==> config.mk <==
export PLATFORM = sky130hd
export DESIGN_NAME = bp_resolve_ctrl_flat
export DESIGN_NICKNAME = d
export VERILOG_FILES = /design/src/rtl/bp_resolve_ctrl_if.sv /design/src/rtl/bp_resolve_ctrl.sv /design/src/flat_wrapper.sv
export SDC_FILE = /design/constraint.sdc
export NUM_CORES = 1
export LEC_CHECK = 0
export ABC_AREA = 1
export CORE_AREA = 2 2 202 204
export CTS_CLUSTER_DIAMETER = 50
export DETAILED_ROUTE_END_ITERATION = 16
export DIE_AREA = 0 0 204 206
export HOLD_SLACK_MARGIN = 0.02
export PLACE_DENSITY = 0.64
export SKIP_CTS_REPAIR_TIMING = 1
export SLEW_MARGIN = 5
export SYNTH_ARGS = -nofsm -noshare
export SYNTH_HDL_FRONTEND = slang
export SYNTH_SLANG_ARGS = --single-unit
==> constraint.sdc <==
create_clock -name clk -period 4 [get_ports clk]
set_input_delay 0.4 -clock clk [delete_from_list [all_inputs] [get_ports clk]]
set_output_delay 0.4 -clock clk [all_outputs]
set_load 0.02 [all_outputs]
==> src/rtl/bp_resolve_ctrl_if.sv <==
// Handshake and status bundle between IF/EX and the branch-resolution controller.
// The master side drives predictions and resolutions; the slave side is the controller.
interface bp_resolve_ctrl_if #(
    parameter int word_width = 32,
    parameter int depth      = 4
);
    localparam int CW = $clog2(depth) + 1;

    logic                  pred_valid;
    logic                  pred_taken;
    logic [word_width-1:0] pred_target;
    logic [word_width-1:0] pred_fallthrough;
    logic                  pred_ready;
    logic                  res_valid;
    logic                  res_taken;
    logic [word_width-1:0] res_target;
    logic [word_width-1:0] bp_addr_d;
    logic                  bp_addr_en;
    logic                  redirect_valid;
    logic [word_width-1:0] redirect_addr;
    logic                  flush;
    logic [CW-1:0]         count;
    logic [15:0]           mispredict_count;
    logic                  protocol_err;

    modport master (
        output pred_valid, pred_taken, pred_target, pred_fallthrough,
        output res_valid, res_taken, res_target,
        input  pred_ready, bp_addr_d, bp_addr_en, redirect_valid, redirect_addr,
        input  flush, count, mispredict_count, protocol_err
    );

    modport slave (
        input  pred_valid, pred_taken, pred_target, pred_fallthrough,
        input  res_valid, res_taken, res_target,
        output pred_ready, bp_addr_d, bp_addr_en, redirect_valid, redirect_addr,
        output flush, count, mispredict_count, protocol_err
    );
endinterface

==> src/rtl/bp_resolve_ctrl.sv <==
// In-order tracker of predicted branches: checks EX resolutions against the queue head,
// and on a mispredict loads the recovery address, then runs a timed flush plus a one-shot redirect.
module bp_resolve_ctrl #(
    parameter int word_width   = 32,
    parameter int depth        = 4,
    parameter int flush_cycles = 2
) (
    input  logic              clk,
    input  logic              reset,
    bp_resolve_ctrl_if.slave  bus
);
    localparam int PW = $clog2(depth);
    localparam int FW = $clog2(flush_cycles + 1);
    localparam logic [PW:0]   DEPTH_C = (PW+1)'(depth);
    localparam logic [FW-1:0] FLUSH_C = FW'(flush_cycles);

    typedef enum logic [1:0] {IDLE, TRACK, FLUSH} state_t;

    state_t                state_q, state_d;
    logic [PW-1:0]         wr_ptr_q, wr_ptr_d;
    logic [PW-1:0]         rd_ptr_q, rd_ptr_d;
    logic [PW:0]           count_q, count_d;
    logic [FW-1:0]         fcnt_q, fcnt_d;
    logic [word_width-1:0] recov_q, recov_d;
    logic [15:0]           misp_cnt_q, misp_cnt_d;
    logic                  perr_q, perr_d;

    logic                  taken_mem  [depth];
    logic [word_width-1:0] target_mem [depth];
    logic [word_width-1:0] ft_mem     [depth];

    logic                  ready;
    logic                  push;
    logic                  res_act;
    logic                  mispred;
    logic                  pop;
    logic [word_width-1:0] recov;

    function automatic logic [15:0] sat_inc16(input logic [15:0] v);
        return (v == 16'hFFFF) ? v : v + 16'd1;
    endfunction

    // Handshake and head comparison; resolutions are ignored while flushing.
    always_comb begin
        ready   = (state_q != FLUSH) && (count_q < DEPTH_C);
        push    = bus.pred_valid && ready;
        res_act = bus.res_valid && (state_q != FLUSH) && (count_q != '0);
        mispred = res_act &&
                  ((bus.res_taken != taken_mem[rd_ptr_q]) ||
                   (bus.res_taken && (bus.res_target != target_mem[rd_ptr_q])));
        pop     = res_act && !mispred;
        recov   = bus.res_taken ? bus.res_target : ft_mem[rd_ptr_q];
    end

    always_comb begin
        state_d    = state_q;
        wr_ptr_d   = wr_ptr_q;
        rd_ptr_d   = rd_ptr_q;
        count_d    = count_q;
        fcnt_d     = fcnt_q;
        recov_d    = recov_q;
        misp_cnt_d = misp_cnt_q;
        perr_d     = perr_q || (bus.res_valid && (state_q != FLUSH) && (count_q == '0));
        case (state_q)
            FLUSH: begin
                fcnt_d = fcnt_q - FW'(1);
                if (fcnt_q == FW'(1)) state_d = IDLE;
            end
            default: begin
                if (mispred) begin
                    // Clearing the queue also discards any push accepted this cycle.
                    state_d    = FLUSH;
                    fcnt_d     = FLUSH_C;
                    wr_ptr_d   = '0;
                    rd_ptr_d   = '0;
                    count_d    = '0;
                    recov_d    = recov;
                    misp_cnt_d = sat_inc16(misp_cnt_q);
                end else begin
                    if (push) wr_ptr_d = wr_ptr_q + PW'(1);
                    if (pop)  rd_ptr_d = rd_ptr_q + PW'(1);
                    count_d = count_q + (PW+1)'(push) - (PW+1)'(pop);
                    state_d = (count_d == '0) ? IDLE : TRACK;
                end
            end
        endcase
    end

    always_ff @(posedge clk or negedge reset) begin
        if (!reset) begin
            state_q    <= IDLE;
            wr_ptr_q   <= '0;
            rd_ptr_q   <= '0;
            count_q    <= '0;
            fcnt_q     <= '0;
            recov_q    <= '0;
            misp_cnt_q <= '0;
            perr_q     <= 1'b0;
        end else begin
            state_q    <= state_d;
            wr_ptr_q   <= wr_ptr_d;
            rd_ptr_q   <= rd_ptr_d;
            count_q    <= count_d;
            fcnt_q     <= fcnt_d;
            recov_q    <= recov_d;
            misp_cnt_q <= misp_cnt_d;
            perr_q     <= perr_d;
        end
    end

    // Queue payload carries no reset; occupancy is tracked by the pointers and count.
    always_ff @(posedge clk) begin
        if (push) begin
            taken_mem[wr_ptr_q]  <= bus.pred_taken;
            target_mem[wr_ptr_q] <= bus.pred_target;
            ft_mem[wr_ptr_q]     <= bus.pred_fallthrough;
        end
    end

    assign bus.pred_ready       = ready;
    assign bus.bp_addr_en       = mispred;
    assign bus.bp_addr_d        = mispred ? recov : '0;
    assign bus.redirect_valid   = (state_q == FLUSH) && (fcnt_q == FLUSH_C);
    assign bus.redirect_addr    = recov_q;
    assign bus.flush            = (state_q == FLUSH);
    assign bus.count            = count_q;
    assign bus.mispredict_count = misp_cnt_q;
    assign bus.protocol_err     = perr_q;
endmodule

==> src/flat_wrapper.sv <==
// flat-port wrapper written by rule: the top's interface ports become plain ports
module bp_resolve_ctrl_flat 
#(
    parameter int word_width   = 32,
    parameter int depth        = 4,
    parameter int flush_cycles = 2
)
  (clk, reset, bus_pred_valid, bus_pred_taken, bus_pred_target, bus_pred_fallthrough, bus_res_valid, bus_res_taken, bus_res_target, bus_pred_ready, bus_bp_addr_d, bus_bp_addr_en, bus_redirect_valid, bus_redirect_addr, bus_flush, bus_count, bus_mispredict_count, bus_protocol_err);
  bp_resolve_ctrl_if #(.word_width(word_width), .depth(depth)) bus_i ();
  input  logic clk;
  input  logic reset;
  input wire logic [$bits(bus_i.pred_valid)-1:0] bus_pred_valid;
  input wire logic [$bits(bus_i.pred_taken)-1:0] bus_pred_taken;
  input wire logic [$bits(bus_i.pred_target)-1:0] bus_pred_target;
  input wire logic [$bits(bus_i.pred_fallthrough)-1:0] bus_pred_fallthrough;
  input wire logic [$bits(bus_i.res_valid)-1:0] bus_res_valid;
  input wire logic [$bits(bus_i.res_taken)-1:0] bus_res_taken;
  input wire logic [$bits(bus_i.res_target)-1:0] bus_res_target;
  output wire logic [$bits(bus_i.pred_ready)-1:0] bus_pred_ready;
  output wire logic [$bits(bus_i.bp_addr_d)-1:0] bus_bp_addr_d;
  output wire logic [$bits(bus_i.bp_addr_en)-1:0] bus_bp_addr_en;
  output wire logic [$bits(bus_i.redirect_valid)-1:0] bus_redirect_valid;
  output wire logic [$bits(bus_i.redirect_addr)-1:0] bus_redirect_addr;
  output wire logic [$bits(bus_i.flush)-1:0] bus_flush;
  output wire logic [$bits(bus_i.count)-1:0] bus_count;
  output wire logic [$bits(bus_i.mispredict_count)-1:0] bus_mispredict_count;
  output wire logic [$bits(bus_i.protocol_err)-1:0] bus_protocol_err;
  assign bus_i.pred_valid = bus_pred_valid;
  assign bus_i.pred_taken = bus_pred_taken;
  assign bus_i.pred_target = bus_pred_target;
  assign bus_i.pred_fallthrough = bus_pred_fallthrough;
  assign bus_i.res_valid = bus_res_valid;
  assign bus_i.res_taken = bus_res_taken;
  assign bus_i.res_target = bus_res_target;
  assign bus_pred_ready = bus_i.pred_ready;
  assign bus_bp_addr_d = bus_i.bp_addr_d;
  assign bus_bp_addr_en = bus_i.bp_addr_en;
  assign bus_redirect_valid = bus_i.redirect_valid;
  assign bus_redirect_addr = bus_i.redirect_addr;
  assign bus_flush = bus_i.flush;
  assign bus_count = bus_i.count;
  assign bus_mispredict_count = bus_i.mispredict_count;
  assign bus_protocol_err = bus_i.protocol_err;
  bp_resolve_ctrl #(.word_width(word_width), .depth(depth), .flush_cycles(flush_cycles)) u_core (.clk(clk), .reset(reset), .bus(bus_i));
endmodule
Word level (Yosys, flattened, before mapping)
Memory sizes are Yosys's and may differ from the RTL's. Cells that the tools add are included.

Flip-flop bits (word level): 60. Bits in latches: 0. RAM bits: 260. Memory bits (read-only): 0. Input port bits: 102. Output and inout bits: 88. Logic and storage cells: 65. Memories kept: 3.

Add/sub/neg operators: 6. Multipliers: 0. Div/mod/pow operators: 0. Magnitude comparators: 1. Eq/ne operators: 8. Shift operators: 0. Muxes and demuxes: 15. Bitwise gates (word level): 2. Reduce and logical (&&, ||, !) cells: 22.

Memory list: u_core.ft_mem (depth 4, bits a word 32, rd ports 1, clocked after memory_dff 0, write ports 1, RTL line bp_resolve_ctrl.sv:30) `logic [word_width-1:0] ft_mem [depth];`; u_core.target_mem (depth 4, bits a word 32, rd ports 1, clocked after memory_dff 0, write ports 1, RTL line bp_resolve_ctrl.sv:29) `logic [word_width-1:0] target_mem [depth];`; u_core.taken_mem (depth 4, bits a word 1, rd ports 1, clocked after memory_dff 0, write ports 1, RTL line bp_resolve_ctrl.sv:28) `logic taken_mem [depth];`.

Operator list (number): $mux W32 (2); $ne A32 B32 Y1 (1); $mux W2 (9); $add A16 B1 Y16 const B (1); $eq A16 B16 Y1 const B (1); $logic_and A1 B1 Y1 (9); $logic_not A3 Y1 (2); $reduce_and A2 Y1 (3); $reduce_bool A2 Y1 (3); $add A2 B1 Y2 const B (2); $eq A2 B2 Y1 const B (2); $add A3 B1 Y3 (1); $lt A3 B3 Y1 const B (1); $mux W1 (3); $mux W3 (1); $reduce_and A3 Y1 (1); $reduce_bool A3 Y1 (1); $sub A3 B1 Y3 (1); $eq A2 B1 Y1 const B (1); $logic_or A1 B1 Y1 (2); $ne A2 B1 Y1 const B (1); $ne A2 B2 Y1 const B (1); $not A1 Y1 (2); $sub A2 B1 Y2 const B (1); 2 further kinds (2).

Longest topological paths before layout
An unclocked memory read counts as a cell.

Word-level depth: 12. Depth in mapped cells: 27. Depth with buffers taken out: 24.

Worst setup path after synthesis
No wires, ideal clock.

Kind: reg-to-reg. Start: register u_core.state_q[1]. End: memory u_core.ft_mem[0][0] (enable). Library setup time: 489 ps. Data arrival time: 3873 ps. Data required time: 3511 ps. Path slack: -362 ps. Stages on the path, launching flop included: 6. Buffers on the path: 0. Period minus slack after synthesis: 4362 ps. Path through: dfrtp_1 > inv_1 > nor2_1 > nor2_1 > nand2_1 > nor2_1.

Word-level cells in the longest chain between the ends: 5.

RTL lines: from (decl) (RTL line bp_resolve_ctrl.sv:19) `state_t state_q, state_d;`; from (signal assigned) (RTL line bp_resolve_ctrl.sv:100) `state_q <= state_d;`; $ne A2 B2 Y1 (RTL line bp_resolve_ctrl.sv:45) `ready = (state_q != FLUSH) && (count_q < DEPTH_C);`; $logic_and A1 B1 Y1 (RTL line bp_resolve_ctrl.sv:45); via bus_pred_ready (RTL line flat_wrapper.sv:19) `output wire logic [$bits(bus_i.pred_ready)-1:0] bus_pred_ready;`; $logic_and A1 B1 Y1 (RTL line bp_resolve_ctrl.sv:46) `push = bus.pred_valid && ready;`; $mux W1 (RTL line bp_resolve_ctrl.sv:113) `if (push) begin`; $mux W1 (not written as such) (RTL line bp_resolve_ctrl.sv:116) `ft_mem[wr_ptr_q] <= bus.pred_fallthrough;`; to (decl) (RTL line bp_resolve_ctrl.sv:30).

The timed path passes the listed nets, and every way through them passes these cells.

Final worst setup path
Start: register u_core.rd_ptr_q[0]. End: output port bus_bp_addr_d[16].

Word-level cells in the longest chain between the ends: 6. Elaborated cells on any way between the ends: 10. Classes of those cells: 2 x eq/ne; 2 x mux; 3 x reduce/logical; 3 x memory.

RTL lines: from (decl) (RTL line bp_resolve_ctrl.sv:21) `logic [PW-1:0] rd_ptr_q, rd_ptr_d;`; from (signal assigned) (RTL line bp_resolve_ctrl.sv:102) `rd_ptr_q <= rd_ptr_d;`; $mem_v2 Z4 W32; $ne A32 B32 Y1 (RTL line bp_resolve_ctrl.sv:50) `(bus.res_taken && (bus.res_target != target_mem[rd_ptr_q])));`; $logic_and A1 B1 Y1 (RTL line bp_resolve_ctrl.sv:50); $logic_or A1 B1 Y1 (RTL line bp_resolve_ctrl.sv:49) `((bus.res_taken != taken_mem[rd_ptr_q]) ||`; $logic_and A1 B1 Y1 (RTL line bp_resolve_ctrl.sv:48) `mispred = res_act &&`; $mux W32 * (RTL line bp_resolve_ctrl.sv:122) `assign bus.bp_addr_d = mispred ? recov : '0;`; to (decl) (RTL line flat_wrapper.sv:20) `output wire logic [$bits(bus_i.bp_addr_d)-1:0] bus_bp_addr_d;`.

Every way passes the cells marked *; elsewhere a longest branch is shown, timed or not.

==> results.py <==
metrics = {
    "run_status": {
        "outcome": "completed",
    },
    "power_and_ir_drop": {
        "cellPowerDensity_nw_per_um2": 700,
        "leakagePower_nw": 7.14,
        "irDropWorstVdd_uv": 385,
    },
    "global_routing": {
        "grt_max_degree": 81,
        "grt_pass1_vias": 9696,
        "antenna_found_initial": 2,
        "grtUsageTotal_pct": 18.8,
        "grt_pass1_wl_um": 59200,
        "grt_overflow_total": 0,
    },
    "sta": {
        "worst_pin_slew_ns": 0.841,
        "tns_ns": 0,
        "fin_skew_ns": 0.0212,
        "finalCritPeriodShare_pct": 98.3,
        "post-route-min-period_ns": 3.93,
        "hold_viol_final": 0,
        "max_clock_freq_mhz": 254,
        "fin_ws_ns": 0.0669,
        "setup_viol": 0,
        "relSlewSlack_pct": 43.3,
        "finalMaxSlewViolations": 0,
        "grt_setup_unrepaired": "no",
    },
    "synthesis": {
        "netlist_instances": 1267,
        "syn_avg_cell_area_um2": 10.9,
        "synth_warnings": 0,
        "ys_types": 34,
        "syn_area_um2": 13800,
        "syn-num-nets": 1379,
        "synth_seq_cells": 320,
        "yosysSeqAreaShare_pct": 67.4,
    },
    "routing": {
        "final_antenna_net_count": 0,
        "wl_per_cell_um": 19.8,
        "vias": 10300,
        "drt_pass1_iterations": 5,
        "wl_um": 40100,
        "viasPerCell": 5.06,
        "drt_iter0_drc": 859,
        "drc": 0,
    },
    "min_path": {
        "hp-class": "in -> async",
    },
    "placement": {
        "port_buffers": 189,
        "dp_hpwl_um": 26500,
        "post_dp_cell_area_um2": 16400,
        "place.gp.congestion": 0.941,
        "pre_cts_ws_ns": 0.451,
    },
    "job": {
        "maxCapViolations": 0,
    },
    "worst_setup_path": {
        "r2r_end": "u_core.state_q[0]$_DFFE_PN0P_",
        "path_max_fanout": 48,
        "r2r_start": "u_core.rd_ptr_q[0]$_DFFE_PN0P_",
        "worstSetupStartpointType": "flip-flop",
        "critical_path_arrival_ns": 3.53,
        "r2r_slack_ns": 0.44,
        "critPathKind": "reg -> out",
        "end_kind": "output pin",
        "required_ns": 3.60,
        "reg2reg_depth": 24,
    },
    "cts": {
        "htreeDepth": 2,
        "cts_buffers": 38,
        "cts_tree": "done",
        "clock_latency_ns": 0.53,
        "cts.sinks": 320,
        "root_buffer": "clkbuf_16",
        "clk_pin_slew_ns": 0.06,
        "clock_path_buffers": 3,
    },
    "floorplanning": {
        "initial_core_util_pct": 34.4,
        "die_h_um": 206,
        "coreArea_um2": 40200,
        "io_pins": 190,
        "die_w_um": 204,
        "dieArea_um2": 42000,
        "rows": 74,
    },
    "cells_and_area": {
        "drive_above_1_share_pct": 7.10,
        "final_design_area_no_fill_um2": 17800,
        "syn2layout_area_growth_pct": 28.5,
        "nNetsFinal": 1577,
    },
}
==> synthesized netlist by cell type <==
master,count,area (µm²)
nand4_2,1,12.5
buf_6,8,90.1
ha_1,9,113
nor2_2,1,6.26
nand3b_1,18,135
buf_2,23,115
o221ai_1,32,280
nor2_1,147,552
or2_1,1,6.26
nand4_1,23,144
o21ai_0,119,596
nor3_2,1,10.0
edfxtp_1,260,7810
a21oi_1,1,5.00
inv_2,1,3.75
buf_1,3,11.3
o21ai_1,11,55.1
xor2_1,15,131
nor3_1,5,25.0
nor3b_1,1,7.51
nand3_1,96,480
inv_1,45,169
buf_4,5,37.5
fa_1,1,20.0
nor4_1,1,6.26
a31o_2,1,8.76
nand3_2,1,10.0
clkbuf_1,29,109
or2_2,1,6.26
nand2_2,1,6.26
a31oi_1,1,6.26
xnor2_1,10,87.6
dfrtp_1,60,1500
nand2_1,335,1260
==> flip-flops by register name, summed over array words and instances, names as in the netlist <==
register	count
u_core.bus.count	3
u_core.bus.mispredict_count	16
u_core.bus.protocol_err	1
u_core.bus.redirect_addr	32
u_core.fcnt_q	2
u_core.ft_mem	128
u_core.rd_ptr_q	2
u_core.state_q	2
u_core.taken_mem	4
u_core.target_mem	128
u_core.wr_ptr_q	2
==> worst max path at each step <==
stage | start | end | slack, ns
2_1_floorplan | u_core.state_q[1]$_DFFE_PN0P_ | u_core.ft_mem[0][0]$_DFFE_PP_ | -0.36
3_3_place_gp | bus_res_taken | bus_bp_addr_d[16] | 0.39
3_5_place_dp | bus_res_taken | bus_bp_addr_d[16] | 0.45
4_1_cts | u_core.rd_ptr_q[0]$_DFFE_PN0P_ | bus_bp_addr_d[16] | -0.09
5_1_grt | u_core.rd_ptr_q[0]$_DFFE_PN0P_ | bus_bp_addr_d[16] | 0.01
6_report | u_core.rd_ptr_q[0]$_DFFE_PN0P_ | bus_bp_addr_d[16] | 0.07
==> metrics by stage <==
step	util, %	power (W)	std cells	hold slack, ns
after floorplan	-	0.00733	1267	0.104
after global placement	40.8	0.00908	1948	0.451
after detailed placement	40.8	0.00913	1948	0.458
after CTS	43.7	0.0124	2017	-0.0736
after global routing	44.2	0.0131	2027	0.482
final	44.2	0.0124	2027	0.459
==> placed cells by master (no fill, tap or decap), drive strengths merged, types with 2 or more instances in the layout <==
cell / n
dlymetal6s2s: 29
xor2: 15
bufinv: 2
edfxtp: 260
nor3: 6
nand3b: 18
clkbuf: 57
dfrtp: 60
clkdlybuf4s50: 159
o21ai: 130
inv: 50
ha: 9
o221ai: 32
clkinv: 5
nor2: 148
nand2: 336
nand4: 24
clkinvlp: 2
buf: 35
or2: 2
xnor2: 10
nand3: 98
==> cell type report <==
| cell class | instances | area (µm²) |
|---|---|---|
| Antenna cell | 1 | 2.50 |
| Clock buffer | 56 | 1040 |
| Clock inverter | 13 | 141 |
| Fill cell | 3763 | 22400 |
| Inverter | 46 | 174 |
| Multi-Input combinational cell | 834 | 4020 |
| Sequential cell | 320 | 9310 |
| Tap cell | 532 | 666 |
| Timing Repair Buffer | 225 | 2390 |
==> report_power, final <==
| group | total [W] | internal [W] | switching [W] |
|---|---|---|---|
| clock network | 0.00328 | 0.00195 | 0.00133 |
| logic | 0.00463 | 0.00162 | 0.00301 |
| registers | 0.00451 | 0.00425 | 0.000254 |
| total | 0.0124 | 0.00783 | 0.00459 |
==> critical path, stage by stage, from the launching register on <==
cell             delay [ns]
dfrtp_4                0.51
clkinv_2               0.10
buf_12                 0.23
buf_4                  0.27
o21ai_0                0.11
o221ai_1               0.38
o21ai_1                0.33
nor2_1                 0.38
clkdlybuf4s50_1        0.70
==> cell families after synthesis <==
| logic type | count (synthesis) | share of synthesized area, % |
|---|---|---|
| fa+ha+maj | 10 | 0.960 |
| buf+inv | 114 | 3.88 |
| simple gates | 633 | 19.3 |
| flops | 320 | 67.4 |
| compound gates | 165 | 6.88 |
| xor+xnor | 25 | 1.59 |
==> layer usage <==
layer	global-route usage [%]	up-vias	wire [µm]
met2	30.5	455	18900
met5	0	-	11
met4	6.19	2	1100
met3	3.80	62	3490
li1	-	4812	-
met1	25.4	4933	16700
Power figures use the tool's default switching activity.
